### src/rtl/mem_arb_pkg.sv
// Shared encodings for the memory port arbiter: FSM states and owner codes.
package mem_arb_pkg;

   typedef enum logic [1:0] {
      ST_IDLE = 2'd0,
      ST_BUSY = 2'd1,
      ST_RESP = 2'd2
   } arb_state_e;

   localparam logic OWNER_IFU = 1'b0;
   localparam logic OWNER_LSU = 1'b1;

endpackage

### src/rtl/mem_port_arbiter_if.sv
// Bundle of the fetch, load/store and memory-side signals around the arbiter.
// master = arbiter side, slave = requesters plus memory wrapper.
interface mem_port_arbiter_if #(
   parameter int ADDR_WIDTH = 32,
   parameter int DATA_WIDTH = 32
);
   logic                  ifu_req;
   logic [ADDR_WIDTH-1:0] ifu_addr;
   logic                  ifu_done;
   logic [DATA_WIDTH-1:0] ifu_rdata;

   logic                  lsu_req;
   logic                  lsu_we;
   logic [ADDR_WIDTH-1:0] lsu_addr;
   logic [DATA_WIDTH-1:0] lsu_wdata;
   logic                  lsu_done;
   logic [DATA_WIDTH-1:0] lsu_rdata;

   logic                  mem_req;
   logic                  mem_we;
   logic [ADDR_WIDTH-1:0] mem_addr;
   logic [DATA_WIDTH-1:0] mem_wdata;
   logic [DATA_WIDTH-1:0] mem_rdata;
   logic                  mem_ready;

   logic                  grant_lsu;

   modport master (
      input  ifu_req, ifu_addr,
      output ifu_done, ifu_rdata,
      input  lsu_req, lsu_we, lsu_addr, lsu_wdata,
      output lsu_done, lsu_rdata,
      output mem_req, mem_we, mem_addr, mem_wdata,
      input  mem_rdata, mem_ready,
      output grant_lsu
   );

   modport slave (
      output ifu_req, ifu_addr,
      input  ifu_done, ifu_rdata,
      output lsu_req, lsu_we, lsu_addr, lsu_wdata,
      input  lsu_done, lsu_rdata,
      input  mem_req, mem_we, mem_addr, mem_wdata,
      output mem_rdata, mem_ready,
      input  grant_lsu
   );

endinterface

### src/rtl/mux2.sv
// Generic two-input mux shared across the datapath: sel=1 picks a, sel=0 picks b.
module mux2 #(
   parameter int WIDTH = 32
) (
   input  logic             sel,
   input  logic [WIDTH-1:0] a,
   input  logic [WIDTH-1:0] b,
   output logic [WIDTH-1:0] y
);

   assign y = sel ? a : b;

endmodule

### src/rtl/mem_port_arbiter.sv
// Shares one single-ported memory between fetch and load/store, one transaction at a time.
// Build option MEM_ARB_RR_EN: round-robin on simultaneous requests instead of fixed LSU priority.
module mem_port_arbiter
   import mem_arb_pkg::*;
#(
   parameter int ADDR_WIDTH = 32,
   parameter int DATA_WIDTH = 32
) (
   input logic                clk,
   input logic                rst,
   mem_port_arbiter_if.master bus
);

   arb_state_e            state_q, state_d;
   logic                  grant_q, grant_d;
   logic [DATA_WIDTH-1:0] ifu_rdata_q, ifu_rdata_d;
   logic [DATA_WIDTH-1:0] lsu_rdata_q, lsu_rdata_d;
   logic                  winner;

`ifdef MEM_ARB_RR_EN
   logic last_grant_q, last_grant_d;

   // On a tie the side that was not granted most recently wins.
   always_comb begin
      winner = bus.lsu_req ? OWNER_LSU : OWNER_IFU;
      if (bus.ifu_req && bus.lsu_req) begin
         winner = ~last_grant_q;
      end
   end
`else
   always_comb begin
      winner = bus.lsu_req ? OWNER_LSU : OWNER_IFU;
   end
`endif

   always_comb begin
      state_d     = state_q;
      grant_d     = grant_q;
      ifu_rdata_d = ifu_rdata_q;
      lsu_rdata_d = lsu_rdata_q;
`ifdef MEM_ARB_RR_EN
      last_grant_d = last_grant_q;
`endif
      case (state_q)
         ST_IDLE: begin
            if (bus.ifu_req || bus.lsu_req) begin
               grant_d = winner;
               state_d = ST_BUSY;
`ifdef MEM_ARB_RR_EN
               last_grant_d = winner;
`endif
            end
         end
         ST_BUSY: begin
            if (bus.mem_ready) begin
               if (grant_q == OWNER_LSU) begin
                  lsu_rdata_d = bus.mem_rdata;
               end else begin
                  ifu_rdata_d = bus.mem_rdata;
               end
               state_d = ST_RESP;
            end
         end
         ST_RESP: begin
            state_d = ST_IDLE;
         end
         default: begin
            state_d = ST_IDLE;
         end
      endcase
   end

   always_ff @(posedge clk or posedge rst) begin
      if (rst) begin
         state_q     <= ST_IDLE;
         grant_q     <= OWNER_IFU;
         ifu_rdata_q <= '0;
         lsu_rdata_q <= '0;
`ifdef MEM_ARB_RR_EN
         last_grant_q <= OWNER_IFU;
`endif
      end else begin
         state_q     <= state_d;
         grant_q     <= grant_d;
         ifu_rdata_q <= ifu_rdata_d;
         lsu_rdata_q <= lsu_rdata_d;
`ifdef MEM_ARB_RR_EN
         last_grant_q <= last_grant_d;
`endif
      end
   end

   // Strobes decode straight from the state flop so a reset drops them in the same cycle.
   assign bus.mem_req   = (state_q == ST_BUSY);
   assign bus.mem_we    = (state_q == ST_BUSY) && (grant_q == OWNER_LSU) && bus.lsu_we;
   assign bus.ifu_done  = (state_q == ST_RESP) && (grant_q == OWNER_IFU);
   assign bus.lsu_done  = (state_q == ST_RESP) && (grant_q == OWNER_LSU);
   assign bus.grant_lsu = grant_q;
   assign bus.ifu_rdata = ifu_rdata_q;
   assign bus.lsu_rdata = lsu_rdata_q;

   mux2 #(.WIDTH(ADDR_WIDTH)) u_addr_mux (
      .sel (grant_q),
      .a   (bus.lsu_addr),
      .b   (bus.ifu_addr),
      .y   (bus.mem_addr)
   );

   mux2 #(.WIDTH(DATA_WIDTH)) u_wdata_mux (
      .sel (grant_q),
      .a   (bus.lsu_wdata),
      .b   ({DATA_WIDTH{1'b0}}),
      .y   (bus.mem_wdata)
   );

endmodule
### src/flat_wrapper.sv
// flat-port wrapper written by rule: the top's interface ports become plain ports
module mem_port_arbiter_flat import mem_arb_pkg::*;
#(
   parameter int ADDR_WIDTH = 32,
   parameter int DATA_WIDTH = 32
)
  (clk, rst, bus_ifu_req, bus_ifu_addr, bus_ifu_done, bus_ifu_rdata, bus_lsu_req, bus_lsu_we, bus_lsu_addr, bus_lsu_wdata, bus_lsu_done, bus_lsu_rdata, bus_mem_req, bus_mem_we, bus_mem_addr, bus_mem_wdata, bus_mem_rdata, bus_mem_ready, bus_grant_lsu);
  mem_port_arbiter_if #(.ADDR_WIDTH(ADDR_WIDTH), .DATA_WIDTH(DATA_WIDTH)) bus_i ();
  input logic clk;
  input logic rst;
  input wire logic [$bits(bus_i.ifu_req)-1:0] bus_ifu_req;
  input wire logic [$bits(bus_i.ifu_addr)-1:0] bus_ifu_addr;
  output wire logic [$bits(bus_i.ifu_done)-1:0] bus_ifu_done;
  output wire logic [$bits(bus_i.ifu_rdata)-1:0] bus_ifu_rdata;
  input wire logic [$bits(bus_i.lsu_req)-1:0] bus_lsu_req;
  input wire logic [$bits(bus_i.lsu_we)-1:0] bus_lsu_we;
  input wire logic [$bits(bus_i.lsu_addr)-1:0] bus_lsu_addr;
  input wire logic [$bits(bus_i.lsu_wdata)-1:0] bus_lsu_wdata;
  output wire logic [$bits(bus_i.lsu_done)-1:0] bus_lsu_done;
  output wire logic [$bits(bus_i.lsu_rdata)-1:0] bus_lsu_rdata;
  output wire logic [$bits(bus_i.mem_req)-1:0] bus_mem_req;
  output wire logic [$bits(bus_i.mem_we)-1:0] bus_mem_we;
  output wire logic [$bits(bus_i.mem_addr)-1:0] bus_mem_addr;
  output wire logic [$bits(bus_i.mem_wdata)-1:0] bus_mem_wdata;
  input wire logic [$bits(bus_i.mem_rdata)-1:0] bus_mem_rdata;
  input wire logic [$bits(bus_i.mem_ready)-1:0] bus_mem_ready;
  output wire logic [$bits(bus_i.grant_lsu)-1:0] bus_grant_lsu;
  assign bus_i.ifu_req = bus_ifu_req;
  assign bus_i.ifu_addr = bus_ifu_addr;
  assign bus_ifu_done = bus_i.ifu_done;
  assign bus_ifu_rdata = bus_i.ifu_rdata;
  assign bus_i.lsu_req = bus_lsu_req;
  assign bus_i.lsu_we = bus_lsu_we;
  assign bus_i.lsu_addr = bus_lsu_addr;
  assign bus_i.lsu_wdata = bus_lsu_wdata;
  assign bus_lsu_done = bus_i.lsu_done;
  assign bus_lsu_rdata = bus_i.lsu_rdata;
  assign bus_mem_req = bus_i.mem_req;
  assign bus_mem_we = bus_i.mem_we;
  assign bus_mem_addr = bus_i.mem_addr;
  assign bus_mem_wdata = bus_i.mem_wdata;
  assign bus_i.mem_rdata = bus_mem_rdata;
  assign bus_i.mem_ready = bus_mem_ready;
  assign bus_grant_lsu = bus_i.grant_lsu;
  mem_port_arbiter #(.ADDR_WIDTH(ADDR_WIDTH), .DATA_WIDTH(DATA_WIDTH)) u_core (.clk(clk), .rst(rst), .bus(bus_i));
endmodule
### config.mk
export PLATFORM = sky130hd
export DESIGN_NAME = mem_port_arbiter_flat
export DESIGN_NICKNAME = d
export VERILOG_FILES = /design/src/rtl/mem_arb_pkg.sv /design/src/rtl/mem_port_arbiter_if.sv /design/src/rtl/mux2.sv /design/src/rtl/mem_port_arbiter.sv /design/src/flat_wrapper.sv
export SDC_FILE = /design/constraint.sdc
export NUM_CORES = 1
export LEC_CHECK = 0
export BUFFER_PORTS_ARGS = -buffer_cell sky130_fd_sc_hd__buf_2
export CAP_MARGIN = 10
export CORE_AREA = 2 2 104 106
export DETAILED_ROUTE_END_ITERATION = 7
export DIE_AREA = 0 0 106 108
export PLACE_DENSITY = 0.73
export SYNTH_ARGS = -nofsm -noshare
export SYNTH_HDL_FRONTEND = slang
export SYNTH_HIERARCHICAL = 1
export SYNTH_SLANG_ARGS = --single-unit
### constraint.sdc
create_clock -name clk -period 3.2 [get_ports clk]
set_clock_uncertainty 0.1 [all_clocks]
set_input_delay 0.48 -clock clk [delete_from_list [all_inputs] [get_ports clk]]
set_output_delay 0.48 -clock clk [all_outputs]
set_load 0.05 [all_outputs]
==> impl_results.md <==
* Status: completed
* Peak supply drop at 0.986 mV
* PwrDens at 1270 nW/µm²
* Avg Vias per Cell at 4.40
* All-Layer GR Usage at 0.178
* Worst-skew pair later-pin latency at 0.32 ns
* CTS buffer count at 9
* Routed WL at 10.9 mm
* Mean Syn Cell Area at 16.9 µm²
* Post-route ant nets at 0
* I/O pins at 267
* Max-Cap Viols at 0
* CTS tree: done
* HP Class: input port to async pin
* Dpl hpwl at 8.80 mm
* Min Hold Slack at 0.192 ns
* Synth cell types at 20
* Slowest cell on the critical path: dfrtp_4
* Post-cts sizing count at 0
* Most frequent cells in the layout: buf_2 (266), mux2_4 (90), dfrtp_1 (66), mux2_2 (38), conb_1 (32)
* Layout cell share with drive strength beyond 1 at 0.797
* Via count at 2919
* Commonest non-fill, non-tap cell in the layout: buf_2
* # DRC at 0
* Row count at 37
* H-tree levels at 3
* Synth Warn # at 6
* Crit path arrival time at 2.06 ns
* Post-CTS setup buffers at 0
* Initial DRC count at 96
* Family with the most delay on the worst path: flip-flops
* RSZ-0062 raised after global routing: false
* Worst path max stage delay at 0.87 ns
* Initial core utilization at 0.373
* Max Freq at 378 MHz
* Final net count at 657
* Crit Path Category: flip-flop to primary output
* Synthesized flop and latch total at 67
* Vias in the first global route at 3008
* Type of origin of the critical path: flip-flop
* Critical Path RT at 2.62 ns
* FF-to-FF path depth at 3
* Sequential cell area fraction in the yosys report at 0.440
* Post-route cell area at 5420 µm²
* IO Port Bufs at 266
* Top-area cell type share of the netlist area at 0.440
* CTS Hold Buffers Added at 0
* Crit path time final at 2.64 ns
* Die footprint at 11400 µm²
* Wire per inst at 16.5 µm
* Lkg Pwr at 0.00301 µW
* Area grow syn2layout at 42.2%
* Tightest Pin Transition at 0.772 ns
* Total grt overflow at 0
* Worst-path clk slew at 0.06 ns
* Final setup TNS at 0 ns
* Mapped Cells at 225
* Crit Path Max Fanout at 40
* Mapped cell area at 3810 µm²
* Synth area leaders: dfrtp_1 (44%), mux2_4 (35%), mux2_2 (11%)
* Antenna violations before repair at 0
* Final hold violations at 0
* CP cell instances: buf_4 -> mux2_4 -> buf_2
* Critical Path End Type: primary output
* Largest net degree at the start of global routing at 41
* Slew HR at 0.485
* Final setup violation count at 0
* Fin. max-slew vios at 0
* Root buffer cell: clkbuf_8
* Die Ht at 108 µm
* Pre-antenna DRT Iters at 4
* Placed instance area at 5270 µm²
* Core area at 10200 µm²
* Diodes inserted at 0
* Crit path depth at 3
* Clock Sinks at 67
* Routability cong. at 0.790
* CTS max path bufs at 2
* Buf/Inv on CP at 2
* Die width at 106 µm
* Period utilization at 0.826
* Synth area leader: dfrtp_1
* First-pass GRT wire length at 15.7 mm
cells in the mapped netlist:
master	number
nor2b_1	1
inv_1	1
or3b_2	1
mux2_4	90
mux2_2	38
buf_4	1
a211oi_1	1
conb_1	1
nor4bb_1	1
nor3_1	1
and3b_1	1
buf_12	9
and2_2	1
buf_6	6
a22o_1	1
dfrtp_1	67
nor3b_1	1
nor2_1	1
nand4b_2	1
and3_1	1
cells by family after synthesis:
kind of cell,Yosys count,synth area share
and+or+nand+nor,10,0.0207
muxes,128,0.467
other,1,0.000983
DFF,67,0.440
buffers and inverters,17,0.0679
AOI/OAI and AO/OA,2,0.00427
flip-flops by register name, summed over array words and instances, names as in the netlist:
| signal | flops |
|---|---|
| u_core/bus.grant_lsu | 1 |
| u_core/state_q | 2 |
| u_core/bus.lsu_rdata | 32 |
| u_core/bus.ifu_rdata | 32 |
metrics by stage:
step                      cells  utilization  power [µW]  setup slack [ns]
final                       663        0.530        6910             0.558
after floorplan             256            -        5560             0.741
after CTS                   663        0.530        6970             0.535
after global placement      648        0.515        6280             0.936
after global routing        663        0.530        7180             0.467
after detailed placement    648        0.515        6360             0.899
area by class of cell:
| cell class | count | area (µm²) |
|---|---|---|
| fillers | 898 | 4810 |
| multi-input cells | 172 | 2010 |
| flip-flops and latches | 67 | 1680 |
| repair buffers | 272 | 1400 |
| well taps | 136 | 170 |
| clock buffers | 10 | 128 |
| clock inverters | 5 | 31.3 |
| inverters | 1 | 3.75 |
path summary, 6_finish.rpt:
path / startpoint / end / slack, ns
max in group asynchronous: rst / u_core/bus.lsu_rdata[7]$_DFFE_PP0P_ / 2.17
hold reg to reg: u_core/bus.lsu_rdata[27]$_DFFE_PP0P_ / u_core/bus.lsu_rdata[27]$_DFFE_PP0P_ / 0.40
hold / removal: rst / u_core/bus.ifu_rdata[1]$_DFFE_PP0P_ / 0.19
setup / recovery: u_core/bus.grant_lsu$_DFFE_PP0P_ / bus_mem_addr[18] / 0.56
min in group clk: bus_mem_rdata[11] / u_core/bus.ifu_rdata[11]$_DFFE_PP0P_ / 0.29
setup reg to reg: u_core/bus.grant_lsu$_DFFE_PP0P_ / u_core/bus.ifu_rdata[30]$_DFFE_PP0P_ / 1.10
metal layers:
| layer | track usage | part of all wire | up-vias |
|---|---|---|---|
| li1 | - | - | 1376 |
| met1 | 0.194 | 0.38 | 1394 |
| met5 | 0 | 0 | - |
| met4 | 0.0470 | 0.014 | 0 |
| met3 | 0.0446 | 0.065 | 12 |
| met2 | 0.344 | 0.54 | 137 |
power breakdown:
| part | switching (µW) | internal, µW | leakage [µW] |
|---|---|---|---|
| Sequential | 363 | 1280 | 0.000795 |
| Combinational | 3170 | 1520 | 0.00213 |
| Clock | 312 | 274 | 0.0000819 |
(Power assumes the default switching activity.)
